--- src/rtl/ieeedrv_trkbuf_ctl.sv ---
// Track-buffer sequencer for the IEEE drive: flushes a dirty track, computes the image
// sector offset of the requested track and reloads it over the SD block interface.
module ieeedrv_trkbuf_ctl #(
  parameter int unsigned SUBDRV = 2
) (
  input  logic              clk_sys,
  input  logic              reset,
  input  logic              drv_type,
  input  logic              drv_act,
  input  logic [7:0]        track,
  input  logic              buff_we,
  input  logic [SUBDRV-1:0] img_mounted,
  input  logic [31:0]       img_size,
  input  logic              img_readonly,
  output logic              loaded,
  output logic              wprot,
  output logic              busy,
  output logic [31:0]       sd_lba,
  output logic [5:0]        sd_blk_cnt,
  output logic [SUBDRV-1:0] sd_rd,
  output logic [SUBDRV-1:0] sd_wr,
  input  logic [SUBDRV-1:0] sd_ack
);

  typedef enum logic [2:0] {
    StIdle, StCalc, StLoad, StLoadWait, StReady, StFlush, StFlushWait
  } state_e;

  state_e            state_q, state_d;
  logic              tgt_drv_q, tgt_drv_d;
  logic [7:0]        tgt_trk_q, tgt_trk_d;
  logic [7:0]        cnt_q, cnt_d;
  logic [31:0]       acc_q, acc_d;
  logic [31:0]       lba_q, lba_d;
  logic [5:0]        blk_q, blk_d;
  logic              dirty_q, dirty_d;
  logic              reload_q, reload_d;
  logic [SUBDRV-1:0] mounted_q, mounted_d;
  logic [SUBDRV-1:0] ro_q, ro_d;
  logic              wprot_q;

  logic change_in, mount_act, valid_in;

  // Zone tables; 8250 tracks 78..154 repeat the 1..77 pattern.
  function automatic logic [5:0] trk_secs(input logic is4040, input logic [7:0] t);
    logic [7:0] z;
    z = (t > 8'd77) ? t - 8'd77 : t;
    if (is4040) begin
      if (t <= 8'd17)      trk_secs = 6'd21;
      else if (t <= 8'd24) trk_secs = 6'd19;
      else if (t <= 8'd30) trk_secs = 6'd18;
      else                 trk_secs = 6'd17;
    end else begin
      if (z <= 8'd39)      trk_secs = 6'd29;
      else if (z <= 8'd53) trk_secs = 6'd27;
      else if (z <= 8'd64) trk_secs = 6'd25;
      else                 trk_secs = 6'd23;
    end
  endfunction

  function automatic logic [SUBDRV-1:0] drv_oh(input logic d);
    drv_oh    = '0;
    drv_oh[d] = 1'b1;
  endfunction

  assign change_in = (drv_act != tgt_drv_q) || (track != tgt_trk_q);
  assign mount_act = img_mounted[drv_act];
  assign valid_in  = mounted_q[drv_act] && (track != 8'd0) &&
                     (drv_type ? (track <= 8'd35) : (track <= 8'd154));

  always_comb begin
    state_d   = state_q;
    tgt_drv_d = tgt_drv_q;
    tgt_trk_d = tgt_trk_q;
    cnt_d     = cnt_q;
    acc_d     = acc_q;
    lba_d     = lba_q;
    blk_d     = blk_q;
    dirty_d   = dirty_q;
    reload_d  = reload_q;
    mounted_d = mounted_q;
    ro_d      = ro_q;

    for (int unsigned d = 0; d < SUBDRV; d++) begin
      if (img_mounted[d]) begin
        mounted_d[d] = (img_size != 32'd0);
        ro_d[d]      = img_readonly;
      end
    end

    unique case (state_q)
      StIdle: begin
        if (valid_in && !mount_act) begin
          tgt_drv_d = drv_act;
          tgt_trk_d = track;
          cnt_d     = 8'd1;
          acc_d     = 32'd0;
          reload_d  = 1'b0;
          state_d   = StCalc;
        end
      end
      StCalc: begin
        if (mount_act || !valid_in) begin
          state_d = StIdle;
        end else if (change_in) begin
          tgt_drv_d = drv_act;
          tgt_trk_d = track;
          cnt_d     = 8'd1;
          acc_d     = 32'd0;
        end else if (cnt_q == tgt_trk_q) begin
          lba_d   = acc_q;
          blk_d   = trk_secs(drv_type, tgt_trk_q) - 6'd1;
          state_d = StLoad;
        end else begin
          acc_d = acc_q + 32'(trk_secs(drv_type, cnt_q));
          cnt_d = cnt_q + 8'd1;
        end
      end
      StLoad:     if (sd_ack[tgt_drv_q]) state_d = StLoadWait;
      StLoadWait: begin
        if (!sd_ack[tgt_drv_q]) begin
          dirty_d = 1'b0;
          state_d = StReady;
        end
      end
      StReady: begin
        if (change_in || reload_q || mount_act) begin
          // Write back keeps the current lba/blk latched for the flush.
          if (dirty_q && !ro_q[tgt_drv_q] && !mount_act && !img_mounted[tgt_drv_q]) begin
            state_d = StFlush;
          end else begin
            dirty_d = 1'b0;
            state_d = StIdle;
          end
        end else if (buff_we) begin
          dirty_d = 1'b1;
        end
      end
      StFlush:    if (sd_ack[tgt_drv_q]) state_d = StFlushWait;
      StFlushWait: begin
        if (!sd_ack[tgt_drv_q]) begin
          dirty_d = 1'b0;
          state_d = StIdle;
        end
      end
      default: state_d = StIdle;
    endcase

    if (mount_act) begin
      dirty_d  = 1'b0;
      reload_d = 1'b1;
    end
  end

  always_ff @(posedge clk_sys) begin
    if (reset) begin
      state_q   <= StIdle;
      tgt_drv_q <= 1'b0;
      tgt_trk_q <= 8'd0;
      cnt_q     <= 8'd0;
      acc_q     <= 32'd0;
      lba_q     <= 32'd0;
      blk_q     <= 6'd0;
      dirty_q   <= 1'b0;
      reload_q  <= 1'b0;
      mounted_q <= '0;
      ro_q      <= '0;
      wprot_q   <= 1'b0;
    end else begin
      state_q   <= state_d;
      tgt_drv_q <= tgt_drv_d;
      tgt_trk_q <= tgt_trk_d;
      cnt_q     <= cnt_d;
      acc_q     <= acc_d;
      lba_q     <= lba_d;
      blk_q     <= blk_d;
      dirty_q   <= dirty_d;
      reload_q  <= reload_d;
      mounted_q <= mounted_d;
      ro_q      <= ro_d;
      wprot_q   <= ro_q[drv_act];
    end
  end

  // loaded is gated combinationally so it drops in the very cycle a change appears.
  assign loaded     = (state_q == StReady) && !change_in && !reload_q && !mount_act && !reset;
  assign busy       = (state_q != StIdle) && (state_q != StReady);
  assign wprot      = wprot_q;
  assign sd_lba     = lba_q;
  assign sd_blk_cnt = blk_q;
  assign sd_rd      = (state_q == StLoad)  ? drv_oh(tgt_drv_q) : '0;
  assign sd_wr      = (state_q == StFlush) ? drv_oh(tgt_drv_q) : '0;

endmodule

--- config.mk ---
export PLATFORM = sky130hd
export DESIGN_NAME = ieeedrv_trkbuf_ctl
export DESIGN_NICKNAME = d
export VERILOG_FILES = /design/src/rtl/ieeedrv_trkbuf_ctl.sv
export SDC_FILE = /design/constraint.sdc
export NUM_CORES = 1
export LEC_CHECK = 0
export CELL_PAD_IN_SITES_DETAIL_PLACEMENT = 1
export CELL_PAD_IN_SITES_GLOBAL_PLACEMENT = 1
export CORE_MARGIN = 5
export CORE_UTILIZATION = 30
export CTS_CLUSTER_SIZE = 8
export DETAILED_ROUTE_END_ITERATION = 6
export DONT_BUFFER_PORTS = 1
export HOLD_SLACK_MARGIN = 0.12
export PLACE_DENSITY = 0.62
export SYNTH_ARGS = -nofsm -noshare
export SYNTH_HDL_FRONTEND = slang
export SYNTH_SLANG_ARGS = --single-unit
--- constraint.sdc ---
create_clock -name clk_sys -period 10.75 [get_ports clk_sys]
set_clock_uncertainty 0.1 [all_clocks]
set_input_delay 2.6875 -clock clk_sys [delete_from_list [all_inputs] [get_ports clk_sys]]
set_output_delay 2.6875 -clock clk_sys [all_outputs]
set_load 0.01 [all_outputs]
* Word-level counts from Yosys, hierarchy flattened *
Cells that the tools add are included.

word-level totals
  input port bits = 50
  register bits = 97
  output and inout port bits = 45

operators by class
  add/subtract/negate cells = 5
  reductions and logical operators = 39
  bitwise operators = 2
  equality and inequality tests = 24
  multiplexer cells = 78
  order comparisons = 19

operator list
  kind                                                                               number
  32-bit two-way mux                                                                 4
  8-bit two-way mux                                                                  9
  32-bit case mux with 2 select lines                                                1
  6-bit two-way mux                                                                  10
  8-bit by 5-bit less-or-equal comparator with 1-bit output (second input constant)  6
  8-bit by 6-bit less-or-equal comparator with 1-bit output (second input constant)  5
  3-bit two-way mux                                                                  12
  32-bit by 6-bit adder with 32-bit output                                           1
  8-bit case mux with 2 select lines                                                 2
  32-bit nonzero test                                                                1
  1-bit two-way mux                                                                  24
  4-bit two-way mux                                                                  6
  3-bit case mux with 7 select lines                                                 1
  2-bit != test (second input constant)                                              9
  3-bit != test (second input constant)                                              6
  8-bit by 7-bit greater-than comparator with 1-bit output (second input constant)   2
  8-bit by 7-bit less-or-equal comparator with 1-bit output (second input constant)  2
  4-bit AND reduction                                                                4
  8-bit by 7-bit subtractor with 8-bit output (second input constant)                2
  1-bit logical AND                                                                  12
  2-bit two-way mux                                                                  6
  3-bit equality test (second input constant)                                        3
  8-bit by 1-bit adder with 8-bit output (second input constant)                     1
  8-bit equality test                                                                1
  20 further kinds                                                                   37

* Longest topological paths before layout *
  depth after elaboration = 16
  depth in mapped cells = 18

* Worst setup path before layout *
No wires, ideal clock.

  kind = in2out
  from = in drv_act
  to = out loaded
  data required time = 7963 ps
  path buffers = 1
  setup slack = 4057 ps
  arrival time = 3905 ps
  cell stages on the path = 5
  cell sequence = clkbuf_1 mux2_2 nor2_1 nand4_1 nor3_1

on the way
  word-level cells in the longest chain between the ends = 7
  elaborated cells between the ends (all ways) = 10
  those cells by class = eq/ne (1); mux (2); reduce/logical (7)

RTL lines
  element                            line  RTL
  start: declaration                 9     input logic drv_act,
  1-bit != test                      66    assign change_in = (drv_act != tgt_drv_q) || (track != tgt_trk_q);
  1-bit logical OR                   66
  1-bit zero test                    186   assign loaded = (state_q == StReady) && !change_in && !reload_q && !mount_act && !reset;
  1-bit logical AND (2 in series)    186
  1-bit logical AND * (2 in series)  186
  end: declaration                   15    output logic loaded,

Every way passes the cells marked *; elsewhere a longest branch is shown, timed or not. The select of a mux whose other input is x is not followed.

* Worst setup path in the final report *
  from = in track[7]
  to = out loaded

on the way
  word-level cells in the longest chain between the ends = 7

RTL lines
  element                          line  RTL
  start: declaration               10    input logic [7:0] track,
  8-bit != test                    66
  1-bit logical OR                 66
  1-bit zero test                  186
  1-bit logical AND (4 in series)  186

Every way passes these cells.

==> metrics.csv <==
metric,value,unit
layout cells sized above 1,4.52,%
GRT Residual Overflow,0,
fill cell count,2169,
CP Max Fanout,4,
root buffer cell,clkbuf_16,
DIE AREA,0.0211,mm²
CP max stage delay,0.48,ns
syn avg cell area,8.18,µm²
clk sinks,96,
crit-path leading delay family,simple AND/OR/NAND/NOR gates,
PostCTS Resize Cnt,0,
asr flop ratio synth,0,%
Die H,145,µm
initial antenna violation count,0,
"FF+latch count, synth",96,
DRT Wirelength,15200,µm
starting density of the core,30.5,%
CTS tree,done,
std cell rows,49,
Tmin final,6.77,ns
DRC viols,0,
"Seq/Total Area, Yosys",35.0,%
final net count,699,
router iterations before antenna repair,7,
Setup Slack @ Placement,3.99,ns
I/O pins,95,
Least-Margin Pin Slew,0.652,ns
port bufs,0,
CP Class,input port to primary output,
"Clk pin slew, worst setup/hold paths",0.07,ns
PD cells,121,mW/mm²
Mapped Cells,672,
Mapped Nets,734,
dpl hpwl,11000,µm
Worst Path Buf+Inv,0,
H-tree lvl count,3,
critical path's slowest cell,nor3_1,
Critical Path Sink Type,primary output,
Synth cell types,65,
Post-CTS Hold Fix Bufs,0,
die width,145,µm
Fin. Hold Viols,0,
wire per inst,17.4,µm
Area Growth Syn to Fin,6.79,%
setup TNS,0,ns
GP Congestion,0.826,
RSZ-0062 raised after global routing,no,
DRT iter0 DRCs,235,
Core Area,0.0180,mm²
Max Freq,148,MHz
via count,4660,
Tot Pwr,0.709,mW
first-pass GRT wire length,25300,µm
flop-to-flop setup slack,5.94,ns
Max-cap violations,0,
status,"complete, no violations",
Worst VDD drop,0.0000777,V
Max clock buf depth,2,
Max transition margin,56.5,%
cts bufs inserted,9,
Syn. warnings,0,
Post-synth EDFFs,0,
setup ws final,3.98,ns
Antenna Nets Post-Route,0,
DR vias/cell,5.35,
ANT cells,0,
CP Launch Type,input port,
global-route usage over all layers,14.2,%
most frequent cells in the layout,"103 x nor2_1, 96 x dfxtp_1, 48 x mux2i_1",
later-pin clock latency in the skew report,0.35,ns
"Primary FF master, synth",dfxtp_1,
synthesized area,0.00549,mm²
fin. max-slew vios,0,
vias in the first global route,4826,
fin crit share,62.9,%
final setup fails,0,
CP arrival,3.98,ns
largest net degree at the start of global routing,67,
required time worst endpoint,7.96,ns
crit-path cells,xor2_1 > nor4_1 > nand4_1 > nor3_1,
Post-CTS Setup Bufs,0,
HP Class,flop to flop,
"commonest non-fill, non-tap cell in the layout",nor2_1,
fin util,32.5,%
Leak Pwr,2.15,nW
==> synth_stat cells (all sizes together), types with 3 or more instances <==
library cell	count	area [µm²]
dfxtp	96	1920
nor3b	4	35.0
nor4	12	81.3
nand3	22	115
nor3	25	125
nand2	34	128
o31ai	4	30.0
and4	5	43.8
o21ai	23	115
nand3b	4	30.0
ha	11	138
nor2b	5	31.3
a21o	4	30.0
a31oi	3	33.8
nand4	24	150
nand2b	7	43.8
xor2	35	307
buf	21	115
a21oi	33	165
clkbuf	29	109
and3	15	93.8
or3	9	56.3
xnor2	18	158
nor2	103	387
and2	5	31.3
a211oi	11	82.6
mux2i	48	480
or2	3	18.8
inv	19	71.3
==> power by group <==
group	switching (mW)	internal, mW	leakage, nW	total [mW]
Sequential	0.00636	0.358	0.775	0.365
Clock	0.148	0.160	0.132	0.308
Combinational	0.0221	0.0147	1.24	0.0368
Total	0.176	0.533	2.15	0.709
==> per-layer routing <==
metal	global-route usage [%]	share of wire, %
met2	23.6	48
met5	0	0
met1	18.0	46
met4	5.22	2.0
met3	3.37	3.8
==> worst paths after layout <==
kind                            startpoint         to  cells after the start
worst min register to register    acc_q[0]   acc_q[0]                      2
worst max register to register    cnt_q[0]  acc_q[16]                     16
worst min-delay path              acc_q[0]   acc_q[0]                      2
worst max-delay path              track[7]     loaded                      4
==> logic make-up (layout without fill, tap and decap cells) <==
family,after synthesis,in the layout,share of synthesized area [%]
compound gates,107,107,13.0
xor+xnor,53,53,8.45
fa+ha+maj,12,12,2.87
buf+inv,69,39,5.37
flops,96,96,35.0
mux,49,49,8.95
other cells,1,1,0.0683
simple gates,285,285,26.3
==> stage by stage <==
| step | std cells | area [µm²] | hold WS [ns] |
|---|---|---|---|
| after global placement | 855 | 5590 | 0.366 |
| after floorplan | 672 | 5490 | 0.349 |
| after CTS | 871 | 5870 | 0.392 |
| after global routing | 871 | 5870 | 0.403 |
| after detailed placement | 855 | 5590 | 0.382 |
| final | 871 | 5870 | 0.384 |
==> state kept, by name, summed over array words and instances (netlist names) <==
register and count:
reload_q 1, state_q 3, cnt_q 8, tgt_drv_q 1, wprot 1, mounted_q 2
acc_q 32, tgt_trk_q 8, dirty_q 1, sd_blk_cnt 5, ro_q 2, sd_lba 32
==> final cells by class <==
class | count | area (µm²) | share of cell area [%]
inverters | 19 | 71.3 | 1.22
clock buffers | 11 | 233 | 3.97
well taps | 229 | 287 | 4.88
multi-input cells | 507 | 3280 | 56.0
flip-flops and latches | 96 | 1920 | 32.8
clock inverters | 5 | 41.3 | 0.704
repair buffers | 4 | 30.0 | 0.512
==> worst min-delay path, delay by kind of cell, from the launching register on <==
kind	cells	cell delay, ns
AO/OA/AOI/OAI	1	0.05
flip-flops	1	0.33
AND/OR/NAND/NOR	1	0.06
Note: power is estimated with default switching activity, not from simulation.
